$ cat src/rtl/ysyx_22041412_lsu.sv
// ysyx_22041412_lsu: load/store unit sitting directly behind the EX-stage ALU.
//
// Takes the ALU result as the effective address and rs2 as store data. It issues
// one access at a time on a 64-bit, doubleword-aligned memory port:
//   - requests use a valid/ready handshake;
//   - read data comes back on a response-valid strobe.
// Load data is aligned and sign- or zero-extended for writeback. Stores get a
// byte mask built from the access size and the byte offset.
//
// Ports
//   clk, rst               clock; synchronous active-high reset
//   ex_valid, ld_en, st_en EX-stage valid and access type
//   func3                  RV64 size/sign code
//   addr, st_data          effective address and rs2 store data
//   stall                  holds upstream stages while an access is in flight
//   wb_valid               one-cycle completion pulse
//   ld_result              extended load data, held until the next completion
//   misalign               misaligned-access flag, valid with wb_valid
//   mem_req_valid/ready    request handshake
//   mem_we, mem_addr       request type and doubleword-aligned address
//   mem_wdata, mem_wmask   request write data and write byte mask
//   mem_rsp_valid/rdata    read response
//
// Optional feature: define YSYX_22041412_LSU_MISALIGN_CHECK_EN to trap
// misaligned accesses without touching memory. Otherwise misalign is tied to 0,
// and any bytes that fall past the doubleword boundary are dropped.
module ysyx_22041412_lsu #(
  parameter int AW = 64,
  parameter int DW = 64
) (
  input  logic          clk,
  input  logic          rst,
  input  logic          ex_valid,
  input  logic          ld_en,
  input  logic          st_en,
  input  logic [2:0]    func3,
  input  logic [AW-1:0] addr,
  input  logic [DW-1:0] st_data,
  output logic          stall,
  output logic          wb_valid,
  output logic [DW-1:0] ld_result,
  output logic          misalign,
  output logic          mem_req_valid,
  input  logic          mem_req_ready,
  output logic          mem_we,
  output logic [AW-1:0] mem_addr,
  output logic [DW-1:0] mem_wdata,
  output logic [7:0]    mem_wmask,
  input  logic          mem_rsp_valid,
  input  logic [DW-1:0] mem_rdata
);

  typedef enum logic [1:0] {IDLE, REQ, RESP, DONE} state_t;

  state_t        state, state_nx;
  logic          start;
  logic          mis_start;
  logic [AW-1:0] addr_q;
  logic [2:0]    func3_q;
  logic [DW-1:0] st_data_q;
  logic          is_store_q;
  logic [2:0]    off;
  logic [7:0]    size_mask;
  logic [DW-1:0] rsh;
  logic [DW-1:0] ld_ext;

  // A simultaneous load+store request is malformed and never starts an access.
  assign start = ex_valid & (ld_en ^ st_en);
  assign off   = addr_q[2:0];

`ifdef YSYX_22041412_LSU_MISALIGN_CHECK_EN
  logic misalign_q;

  always_comb begin
    mis_start = 1'b0;
    unique case (func3[1:0])
      2'b01:   mis_start = addr[0];
      2'b10:   mis_start = |addr[1:0];
      2'b11:   mis_start = |addr[2:0];
      default: mis_start = 1'b0;
    endcase
  end

  always_ff @(posedge clk) begin
    if (rst) begin
      misalign_q <= 1'b0;
    end else if (state == IDLE && start) begin
      misalign_q <= mis_start;
    end
  end

  assign misalign = (state == DONE) & misalign_q;
`else
  assign mis_start = 1'b0;
  assign misalign  = 1'b0;
`endif

  // Next-state logic
  always_comb begin
    state_nx = state;
    unique case (state)
      IDLE: if (start)         state_nx = mis_start ? DONE : REQ;
      REQ:  if (mem_req_ready) state_nx = is_store_q ? DONE : RESP;
      RESP: if (mem_rsp_valid) state_nx = DONE;
      DONE:                    state_nx = IDLE;
      default:                 state_nx = IDLE;
    endcase
  end

  // Load alignment and extension. Shifting right leaves zeros above the
  // doubleword boundary, so an access that straddles it is simply truncated.
  always_comb begin
    rsh    = mem_rdata >> {off, 3'b000};
    ld_ext = rsh;
    unique case (func3_q)
      3'b000:  ld_ext = {{(DW-8){rsh[7]}},   rsh[7:0]};
      3'b001:  ld_ext = {{(DW-16){rsh[15]}}, rsh[15:0]};
      3'b010:  ld_ext = {{(DW-32){rsh[31]}}, rsh[31:0]};
      3'b100:  ld_ext = {{(DW-8){1'b0}},     rsh[7:0]};
      3'b101:  ld_ext = {{(DW-16){1'b0}},    rsh[15:0]};
      3'b110:  ld_ext = {{(DW-32){1'b0}},    rsh[31:0]};
      default: ld_ext = rsh;
    endcase
  end

  always_ff @(posedge clk) begin
    if (rst) begin
      state      <= IDLE;
      addr_q     <= '0;
      func3_q    <= '0;
      st_data_q  <= '0;
      is_store_q <= 1'b0;
      ld_result  <= '0;
    end else begin
      state <= state_nx;
      if (state == IDLE && start) begin
        addr_q     <= addr;
        func3_q    <= func3;
        st_data_q  <= st_data;
        is_store_q <= st_en;
        if (mis_start && ld_en) begin
          ld_result <= '0;
        end
      end
      if (state == RESP && mem_rsp_valid) begin
        ld_result <= ld_ext;
      end
    end
  end

  always_comb begin
    size_mask = 8'h01;
    unique case (func3_q[1:0])
      2'b00:   size_mask = 8'h01;
      2'b01:   size_mask = 8'h03;
      2'b10:   size_mask = 8'h0F;
      default: size_mask = 8'hFF;
    endcase
  end

  // Request fields are driven only while the request is presented, so the
  // port reads as all-zero at every other time.
  always_comb begin
    mem_req_valid = 1'b0;
    mem_we        = 1'b0;
    mem_addr      = '0;
    mem_wdata     = '0;
    mem_wmask     = '0;
    if (state == REQ) begin
      mem_req_valid = 1'b1;
      mem_we        = is_store_q;
      mem_addr      = {addr_q[AW-1:3], 3'b000};
      if (is_store_q) begin
        mem_wdata = st_data_q << {off, 3'b000};
        mem_wmask = size_mask << off;
      end
    end
  end

  assign stall    = ((state == IDLE) & start) | (state == REQ) | (state == RESP);
  assign wb_valid = (state == DONE);

endmodule

$ cat config.mk
export PLATFORM = sky130hd
export DESIGN_NAME = ysyx_22041412_lsu
export DESIGN_NICKNAME = d
export VERILOG_FILES = /design/src/rtl/ysyx_22041412_lsu.sv
export SDC_FILE = /design/constraint.sdc
export NUM_CORES = 1
export LEC_CHECK = 0
export CORE_MARGIN = 2
export CORE_UTILIZATION = 30
export CTS_CLUSTER_SIZE = 14
export DETAILED_ROUTE_END_ITERATION = 16
export HOLD_SLACK_MARGIN = 0.15
export SLEW_MARGIN = 20
export SYNTH_ARGS = -nofsm -noshare
export SYNTH_HDL_FRONTEND = slang
export SYNTH_SLANG_ARGS = --single-unit
$ cat constraint.sdc
create_clock -name clk -period 3.8 [get_ports clk]
set_input_delay 0.57 -clock clk [delete_from_list [all_inputs] [get_ports clk]]
set_output_delay 0.57 -clock clk [all_outputs]
set_load 0.05 [all_outputs]
Word-level counts from Yosys, hierarchy flattened

Index checks and enable logic that the tools add are counted.

Bits of input ports: 202
Output and inout bits: 205
Word-level logic and storage cells: 47
Bits in registers: 198

Mux-type cells: 14
Bitwise logic cells: 5
Equality and inequality tests: 13
Reductions and logical operators: 6
Shift operators: 3

Operator list:

| kind                 | count |
|---|---|
| $pmux W64 S6         | 1 |
| $mux W64             | 3 |
| $shl A64 B6 Y64      | 1 |
| $shr A64 B6 Y64      | 1 |
| $pmux W8 S3          | 1 |
| $mux W8              | 2 |
| $eq A3 B3 Y1 const B | 3 |
| $pmux W2 S4          | 1 |
| $shl A8 B3 Y8        | 1 |
| $eq A2 B2 Y1 const B | 3 |
| $mux W2              | 3 |
| $ne A2 B2 Y1 const B | 3 |
| $eq A2 B1 Y1 const B | 2 |
| $logic_not A2 Y1     | 2 |
| $eq A3 B1 Y1 const B | 1 |
| $eq A3 B2 Y1 const B | 1 |
| $logic_not A3 Y1     | 1 |
| $mux W1              | 3 |
| $reduce_and A3 Y1    | 1 |
| $and A1 B1 Y1        | 2 |
| $logic_and A1 B1 Y1  | 2 |
| $or A1 B1 Y1         | 2 |
| $xor A1 B1 Y1        | 1 |

Longest topological paths before layout

Gate-level depths: netlist of run 1.

Word-level depth: 5
Gate-level depth with buffers: 8
Gate-level depth less buffers: 6

Least setup slack after synthesis of run 1

Ideal clock, no wire load.

Path kind: register to output
Start: register state[1]
End: output mem_wmask[5]
Arrival time: 3.982 ns
Required time: 3.230 ns
Buffers on the path: 2
Cell stages (with the launch flop): 7
Path slack: -0.752 ns
Cells stage by stage: dfxtp_1 -> inv_1 -> ha_1 -> clkbuf_1 -> nand2_1 -> clkbuf_1 -> a2111oi_0

Longest elaborated chain between the ends: 2

Ends and longest elaborated chain:

| item                     | line | source |
|---|---|---|
| start: declaration       | 55   | `state_t state, state_nx;` |
| start signal: assignment | 135  | `state <= state_nx;` |
| $eq A2 B1 Y1             | 169  | `if (state == REQ) begin` |
| $mux W8                  | 169  |  |
| end: declaration         | 48   | `output logic [7:0] mem_wmask,` |

No other way between the ends.

Final worst setup path of run 1

Start: register addr_q[0]
End: output mem_wdata[52]

Longest elaborated chain between the ends: 3

Ends and longest elaborated chain:

| item                     | line | source |
|---|---|---|
| start: declaration       | 58   | `logic [AW-1:0] addr_q;` |
| start signal: assignment | 137  | `addr_q <= addr;` |
| $shl A64 B6 Y64          | 174  | `mem_wdata = st_data_q << {off, 3'b000};` |
| $mux W64                 | 173  | `if (is_store_q) begin` |
| $mux W64                 | 169  |  |
| end: declaration         | 47   | `output logic [DW-1:0] mem_wdata,` |

No other way between the ends.

==> metrics.md, run 1 <==
| Metric | Value |
|---|---|
| Run status | complete, no violations |
| Post-synthesis cell type count | 50 |
| Placed standard-cell area | around 16000 um2 |
| Share of final-layout standard cells stronger than drive strength 1 | approximately an eighth |
| Summed area of non-filler cells in the final layout | roughly 17000 um2 |
| Cell count of the worst reg-to-reg path | 6 |
| # rows | 71 |
| Lkg Pwr | roughly 5.8 nW |
| Fill count | approximately 3.7k |
| Via count of the first global-routing pass | about 11k |
| Critical Path, Cell by Cell | nor2b_1, buf_4, o2bb2ai_1, mux2i_1, nor2_1, buf_12 |
| P&R area growth vs syn | 50.2% |
| Biggest area contributors in the synthesized netlist | dfxtp_1 35%, nand2_1 9.6%, mux4_2 9.1% |
| Num CTS Buffers | 17 |
| Endpoint of the worst-slack reg-to-reg timing path | ld_result[42] |
| Core area | about 38000 um2 |
| Mean instance size in the synthesized netlist | just over 8 um2 |
| Peak per-stage delay on the critical path | around 1 ns |
| TritonRoute pass-1 iters | 5 |
| Startpoint kind of the worst setup timing path | flop |
| Total vias in the final route | approximately 12k |
| Root buffer selected by CTS | clkbuf_16 |
| Instance count after placement with tap cells included | around 2.2k |
| Number of warning messages in the yosys log | 0 |
| Y dimension of the die | ~200 um |
| Buffers & Inverters on Critical Path | 2 |
| Initial antenna violation count | 7 |
| Global-route wire length before repair | a little under 70000 um |
| Final Hold Fails | 0 |
| Crit-path leading delay family | flip-flops |
| Depth of the CTS H-tree | 4 |
| Avg WL per Cell | roughly 21 um |
| Final setup violating endpoints | 0 |
| Post-synthesis mux area share | 19.2% |
| Area leader, netlist | dfxtp_1 |
| Largest fanout on the critical path | 67 |
| Xor and xnor area share after synthesis | less than 1% |
| Max Cap Violations | 0 |
| Final instance count without filler cells | around 2.2k |
| Die Outline Area | between 30000 and 40000 um2 |
| Sequential-to-total area share from yosys stat | around a third |
| WP data required | about 3.2 ns |
| Highest achievable clock rate | roughly 300 MHz |
| Post-DP HPWL | ~33000 um |
| Primary flip-flop cell chosen by synthesis mapping | dfxtp_1 |
| Multi-input gate area | around 6800 um2 |
| Post-synthesis async set-or-reset flop share | 0% |
| DRC marker count from the first detailed-route iteration | between 800 and 900 |
| Layout net count | roughly 1.9k |
| Main combinational cell family by area after synthesis | simple AND/OR/NAND/NOR gates |
| Die boundary width | 199 um |
| Post-Syn Instances | between 1k and 1.5k |
| Wire length reported by the detailed router | between 40000 and 50000 um |
| Maximum number of pins on one net before global-route repair | 141 |
| Clk_skew | about 0.011 ns |
| TritonCTS Sinks | between 150 and 200 |
| Launch point of the worst reg-to-reg path | addr_q[0] |
| Sequential standard cell area | about 4000 um2 |
| Buffers inserted during post-CTS setup optimization | 0 |
| Hold/Removal Path Class | flop to flop |
| Remaining routing DRC violations | 0 |
| Synth Area in Compound Gates | around 20% |
| Clock latency on the worst-skew pair | 0.46 ns |
| Final hold slack | 0.450 ns |
| Least-Margin Pin Slew | about 1 ns |
| Maximum count of clock buffers along a single path | 2 |
| Ports | between 400 and 500 |
| Post-cts sizing count | 0 |
| Max rail drop VDD | approximately 0.44 mV |
| Number of logic stages on the critical path including buffering | 6 |
| Termination of the worst setup path | mem_wdata[52] |
| TritonCTS clock tree | yes |
| Setup repair after global routing missed its margin | no |
| Yosys top cell area share | 34.8% |
| Worst Setup Path Type | flop to output port |
| Starting Density | 30.3% |
| Remaining global-route overflow | 0 |
| Max Slew Vio Count | 0 |
| Adder-cell area share of the yosys netlist | less than 1% |
| # port buffers | between 400 and 500 |
| Count of nets left with antenna violations after detail routing | 0 |
| Final clock period utilization by the worst path | between 80% and 90% |
| Area fraction in and, or, nand and nor cells after synthesis | between 10% and 20% |
| Clock period minus final worst setup slack | around 3.3 ns |
| Arrival time of data at the critical path endpoint | 2.74 ns |
| Type of destination of the critical path | output port |
| Post-synth EDFFs | 0 |
| CP max-delay cell | dfxtp_4 |
| Clock-pin slew on the worst setup and hold paths | ~0.070 ns |
| Critical path startpoint | addr_q[0] |
| Routability Congestion | a little under 0.9 |
| Max-slew headroom at the worst pin | approximately a third |
| Post-synthesis sequential element count | 198 |
| Vias per inst | 5.23 |
| Netlist area before placement | approximately 11000 um2 |
| Worst setup slack for register-to-register paths | ~0.86 ns |
| Overall fraction of global-route tracks in use | 23.1% |
| Total Power | roughly 7.7 mW |
| Areal power density over the cells | between 400 and 500 nW/um2 |
| Number of buffers inserted for hold repair after clock tree synthesis | 0 |
state kept, by name, indices dropped and copies added (netlist names):
name and cells:
st_data_q 64, ld_result 64, func3_q 3, state 2
is_store_q 1, addr_q 64
final cells by class:
type / instances / area share (%)
tap: 511 / 3.74
antenna: 7 / 0.102
inverter: 7 / 0.154
clock buffer: 17 / 2.49
clock inverter: 14 / 1.15
sequential: 198 / 23.2
multi-input combinational: 1062 / 39.8
timing repair buffer: 428 / 29.3
per-layer routing:
metal / wire (um) / vias to the layer above / GRT usage [%] / part of all wire, %
met4: 1290 / 0 / 8.87 / 2.8
met2: 20900 / 490 / 34.9 / 45
met5: 0 / - / 0 / 0
li1: - / 5549 / - / -
met3: 3670 / 63 / 5.95 / 7.9
met1: 20400 / 5624 / 31.5 / 44
power by group:
part	internal (mW)	switching, mW
logic	1.16	1.89
clock network	1.05	0.916
registers	2.36	0.300
per-stage QoR:
step           util [%]  worst slack (ns)  TNS (ns)
6_report           45.5             0.495         0
3_3_place_gp       43.8             0.936         0
4_1_cts            45.5             0.426         0
2_1_floorplan         -           -0.0882   -0.0882
3_5_place_dp       43.8             0.862         0
5_1_grt            45.5             0.276         0
placed cells by master (no fill, tap or decap), types with 17 or more instances in the layout:
cell type	netlist	routed
mux4_2	46	46
mux2i_1	101	101
nor2_1	74	74
a31oi_1	56	56
and2_1	72	71
o21ai_0	72	72
o2bb2ai_1	24	24
nand2_1	290	290
a21oi_1	186	186
dfxtp_1	198	195
buf_12	0	79
clkbuf_16	0	17
clkdlybuf4s50_1	0	327
buf_4	12	22
nand2b_1	27	27
cell families (layout without fill, tap and decap cells):
kind of cell / count (synthesis) / count (layout)
compound gates: 386 / 386
other cells: 1 / 11
mux: 160 / 160
buf+inv: 150 / 466
flops: 198 / 198
simple gates: 506 / 506
xor+xnor: 1 / 1
fa+ha+maj: 5 / 5
how the worst min path moves through the flow:
stage,startpoint,to,depth (start not counted),slack (ns)
final,addr_q[61],addr_q[61],2,0.45
after global routing,addr_q[52],addr_q[52],2,0.47
after CTS,addr_q[9],addr_q[9],2,0.45
after detailed placement,addr_q[4],addr_q[4],2,0.44
after global placement,addr_q[15],addr_q[15],2,0.44
after floorplan,addr_q[10],addr_q[10],2,0.43
Yosys cell counts, types with 2 or more instances:
master	count
mux2_2	12
a211oi_1	7
o211ai_1	10
dfxtp_1	198
a31oi_1	56
nand3b_1	4
buf_4	12
a221oi_1	2
clkbuf_1	103
a22oi_1	8
nor2b_1	5
nor3b_1	3
inv_1	6
buf_1	2
o21ai_0	72
buf_6	3
and3_1	9
or2_2	10
a21oi_1	186
nand3_1	2
a2111oi_0	2
o21a_1	2
nand2_1	290
mux4_2	46
ha_1	5
o2bb2ai_1	24
nor3_1	7
and2_1	72
nor2_1	74
mux2i_1	101
buf_2	23
nand2b_1	27
a22o_1	7
worst reg2reg max path, cell delays in order (launching register included):
cell      delay, ns
dfxtp_4        0.99
buf_4          0.32
buf_12         0.34
o211ai_1       0.22
a32oi_2        0.24
buf_4          0.46
a31oi_1        0.21
No activity file was read; power rests on OpenSTA's default activity.
==> run 2: changes to the inputs <==
--- a/config.mk
+++ b/config.mk
@@ -9,6 +9,7 @@
 export CORE_UTILIZATION = 30
 export CTS_CLUSTER_SIZE = 14
 export DETAILED_ROUTE_END_ITERATION = 16
+export GPL_TIMING_DRIVEN = 0
 export HOLD_SLACK_MARGIN = 0.15
 export SLEW_MARGIN = 20
 export SYNTH_ARGS = -nofsm -noshare
==> constraint.sdc (replaced) <==
create_clock -name clk -period 3.15 [get_ports clk]
set_input_delay 0.4725 -clock clk [delete_from_list [all_inputs] [get_ports clk]]
set_output_delay 0.4725 -clock clk [all_outputs]
set_load 0.05 [all_outputs]
==> run 2 against run 1 <==
  * Power is 24% higher
  * Sequential cell count unchanged
  * Sequential power is 19% higher
  * Largest cell class unchanged
  * Worst setup slack got worse by 0.46 ns
  * Critical endpoint is now mem_wdata[42]
  * Combinational power is 30% higher
==> metrics.md, run 2 (synthesis results as in run 1) <==
| Metric | Value |
|---|---|
| Root buffer selected by CTS | clkbuf_16 (unchanged) |
| # port buffers | 401 (was 402) |
| Global-route wire length before repair | 78800 um (was 69400 um) |
| Core area | 37600 um2 (unchanged) |
| Max Cap Violations | 0 (unchanged) |
| Clock-pin slew on the worst setup and hold paths | 0.08 ns (was 0.07 ns) |
| Peak per-stage delay on the critical path | 0.42 ns (was 0.99 ns) |
| Largest registers | addr_q: 64 flops, ld_result: 64 flops, st_data_q: 64 flops (unchanged) |
| Type of destination of the critical path | output port (unchanged) |
| Number of buffers inserted for hold repair after clock tree synthesis | 0 (unchanged) |
| Num CTS Buffers | 17 (unchanged) |
| Remaining global-route overflow | 0 (unchanged) |
| Avg WL per Cell | 23.1 um (was 20.6 um) |
| Final Hold Fails | 0 (unchanged) |
| Routability Congestion | 0.971 (was 0.871) |
| Maximum count of clock buffers along a single path | 2 (unchanged) |
| Max rail drop VDD | 0.435 mV (was 0.444 mV) |
| Depth of the CTS H-tree | 4 (unchanged) |
| Overall fraction of global-route tracks in use | 27.0% (was 23.1%) |
| Die Outline Area | 39600 um2 (unchanged) |
| Fill count | 3820 (was 3678) |
| CP max-delay cell | dfxtp_1 (was dfxtp_4) |
| Most common cell type on the critical path | clkbuf_4 |
| Leading cell type in the layout, fill and taps excluded | nand2_1 (was clkdlybuf4s50_1) |
| Highest achievable clock rate | about 320 MHz |
| TritonRoute pass-1 iters | 5 (unchanged) |
| Remaining routing DRC violations | 0 (unchanged) |
| Areal power density over the cells | 573 nW/um2 (was 449 nW/um2) |
| Maximum number of pins on one net before global-route repair | 29 (was 141) |
| Vias per inst | 5.31 (was 5.23) |
| Clock period minus final worst setup slack | about 3.1 ns |
| Critical Path, Cell by Cell | buf_6, clkbuf_4, nor2b_1, clkbuf_2, clkbuf_4, a22oi_1, nor2_1, clkdlybuf4s18_2 (was nor2b_1, buf_4, o2bb2ai_1, mux2i_1, nor2_1, buf_12) |
| Worst Setup Path Type | flop to output port (unchanged) |
| # rows | 71 (unchanged) |
| Arrival time of data at the critical path endpoint | 2.64 ns (was 2.74 ns) |
| Antenna diode instance count | 0 (was 7) |
| Least-Margin Pin Slew | 0.920 ns (was 0.981 ns) |
| Count of nets left with antenna violations after detail routing | 0 (unchanged) |
| P&R area growth vs syn | 45.6% (was 50.2%) |
| Max-slew headroom at the worst pin | 38.7% (was 34.6%) |
| Leading cell types in the layout, fill and taps excluded | 288 x nand2_1, 268 x clkdlybuf4s50_1, 198 x dfxtp_1 (was 327 x clkdlybuf4s50_1, 290 x nand2_1, 195 x dfxtp_1) |
| TritonCTS clock tree | yes (unchanged) |
| Initial antenna violation count | 2 (was 7) |
| Ports | 407 (unchanged) |
| Lkg Pwr | 6.10 nW (was 5.75 nW) |
| Starting Density | 30.3% (unchanged) |
| Largest fanout on the critical path | 10 (was 67) |
| Max Slew Vio Count | 0 (unchanged) |
| WP data required | 2.68 ns (was 3.23 ns) |
| Hold/Removal Path Class | flop to flop (unchanged) |
| Total Power | 9.51 mW (was 7.68 mW) |
| Total vias in the final route | 12.5k (was 11.7k) |
| Die boundary width | 199 um (unchanged) |
| Startpoint kind of the worst setup timing path | flop (unchanged) |
| Share of the core filled with cells in the final layout | 44.2% (was 45.5%) |
| Y dimension of the die | 199 um (unchanged) |
| Final setup violating endpoints | 0 (unchanged) |
| Via count of the first global-routing pass | 12.3k (was 11.4k) |
| Final clock period utilization by the worst path | between 90% and 100% |
| Wire length reported by the detailed router | 54400 um (was 46200 um) |
| Setup repair after global routing missed its margin | yes (was no) |
| Run status | complete, no violations (unchanged) |
| DRC marker count from the first detailed-route iteration | 1055 (was 847) |
| Layout net count | 2034 (was 1921) |
| Share of final-layout standard cells stronger than drive strength 1 | 13.1% (was 12.2%) |
| TritonCTS Sinks | 198 (unchanged) |
| Clk_skew | 0.0156 ns (was 0.0111 ns) |
| Buffers inserted during post-CTS setup optimization | 0 (unchanged) |
| Clock latency on the worst-skew pair | 0.47 ns (was 0.46 ns) |
| Post-DP HPWL | 42700 um (was 32900 um) |
-- run 2: cell count changes in the layout (fill, tap and decap cells not counted), sizes merged --
cell           change
clkbuf           +107
clkdlybuf4s50     -59
dlygate4sd2       +58
clkdlybuf4s15     +15
buf               -12
diode              -7
clkinv             +4
clkdlybuf4s18      +2
clkinvlp           -2
dlymetal6s2s       +2
inv                -1
-- run 2: cell type report --
class                      instances  area (um2)  area share, %
clock inverter                    15         199           1.20
tap                              511         639           3.85
inverter                           7        27.5          0.166
clock buffer                      17         425           2.56
sequential                       198        3960           23.9
multi-input combinational       1062        6860           41.4
buffer                           140         741           4.46
timing repair buffer             401        3730           22.5
-- run 2: per-stage QoR --
stage | instances | hold slack, ns | TNS [ns] | area, um2 | setup slack [ns]
global placement | 2322 | 0.437 | -49.35 | 16100 | -0.816
finish | 2351 | 0.450 | 0 | 16600 | 0.0370
floorplan | 1410 | 0.432 | -0.386 | 11400 | -0.0620
CTS | 2352 | 0.453 | -0.0514 | 16600 | -0.0259
detailed placement | 2322 | 0.442 | -52.94 | 16100 | -0.840
global route | 2351 | 0.464 | -0.0143 | 16600 | -0.0143
-- run 2: final timing paths --
kind	start	end	slack, ns	depth (start not counted)
setup / recovery	addr_q[1]	mem_wdata[42]	0.04	8
hold reg to reg	addr_q[3]	addr_q[3]	0.45	2
setup reg to reg	state[1]	func3_q[0]	0.45	8
hold / removal	addr_q[3]	addr_q[3]	0.45	2
-- run 2: per-layer routing --
layer	up-vias	wire length, um	global-route usage (%)
met4	4	2100	11.6
met2	655	24900	44.0
met1	5972	22200	33.8
li1	5757	-	-
met3	107	5140	6.92
met5	-	24	0
-- run 2: where the power goes --
group	internal (mW)	switching, mW
registers	2.85	0.310
clock network	1.27	1.12
logic	1.41	2.56
-- run 2: worst max-delay path: cells and delay by family, from the launching register on --
kind	cells	cell delay, ns
buf+inv	5	1.32
flops	1	0.42
simple gates	2	0.32
compound gates	1	0.11
-- run 2: timing repair --
action                     4_1_cts  5_1_grt
setup endpoints to repair      134       62
resized for setup              424       65
pin swaps                        0        2
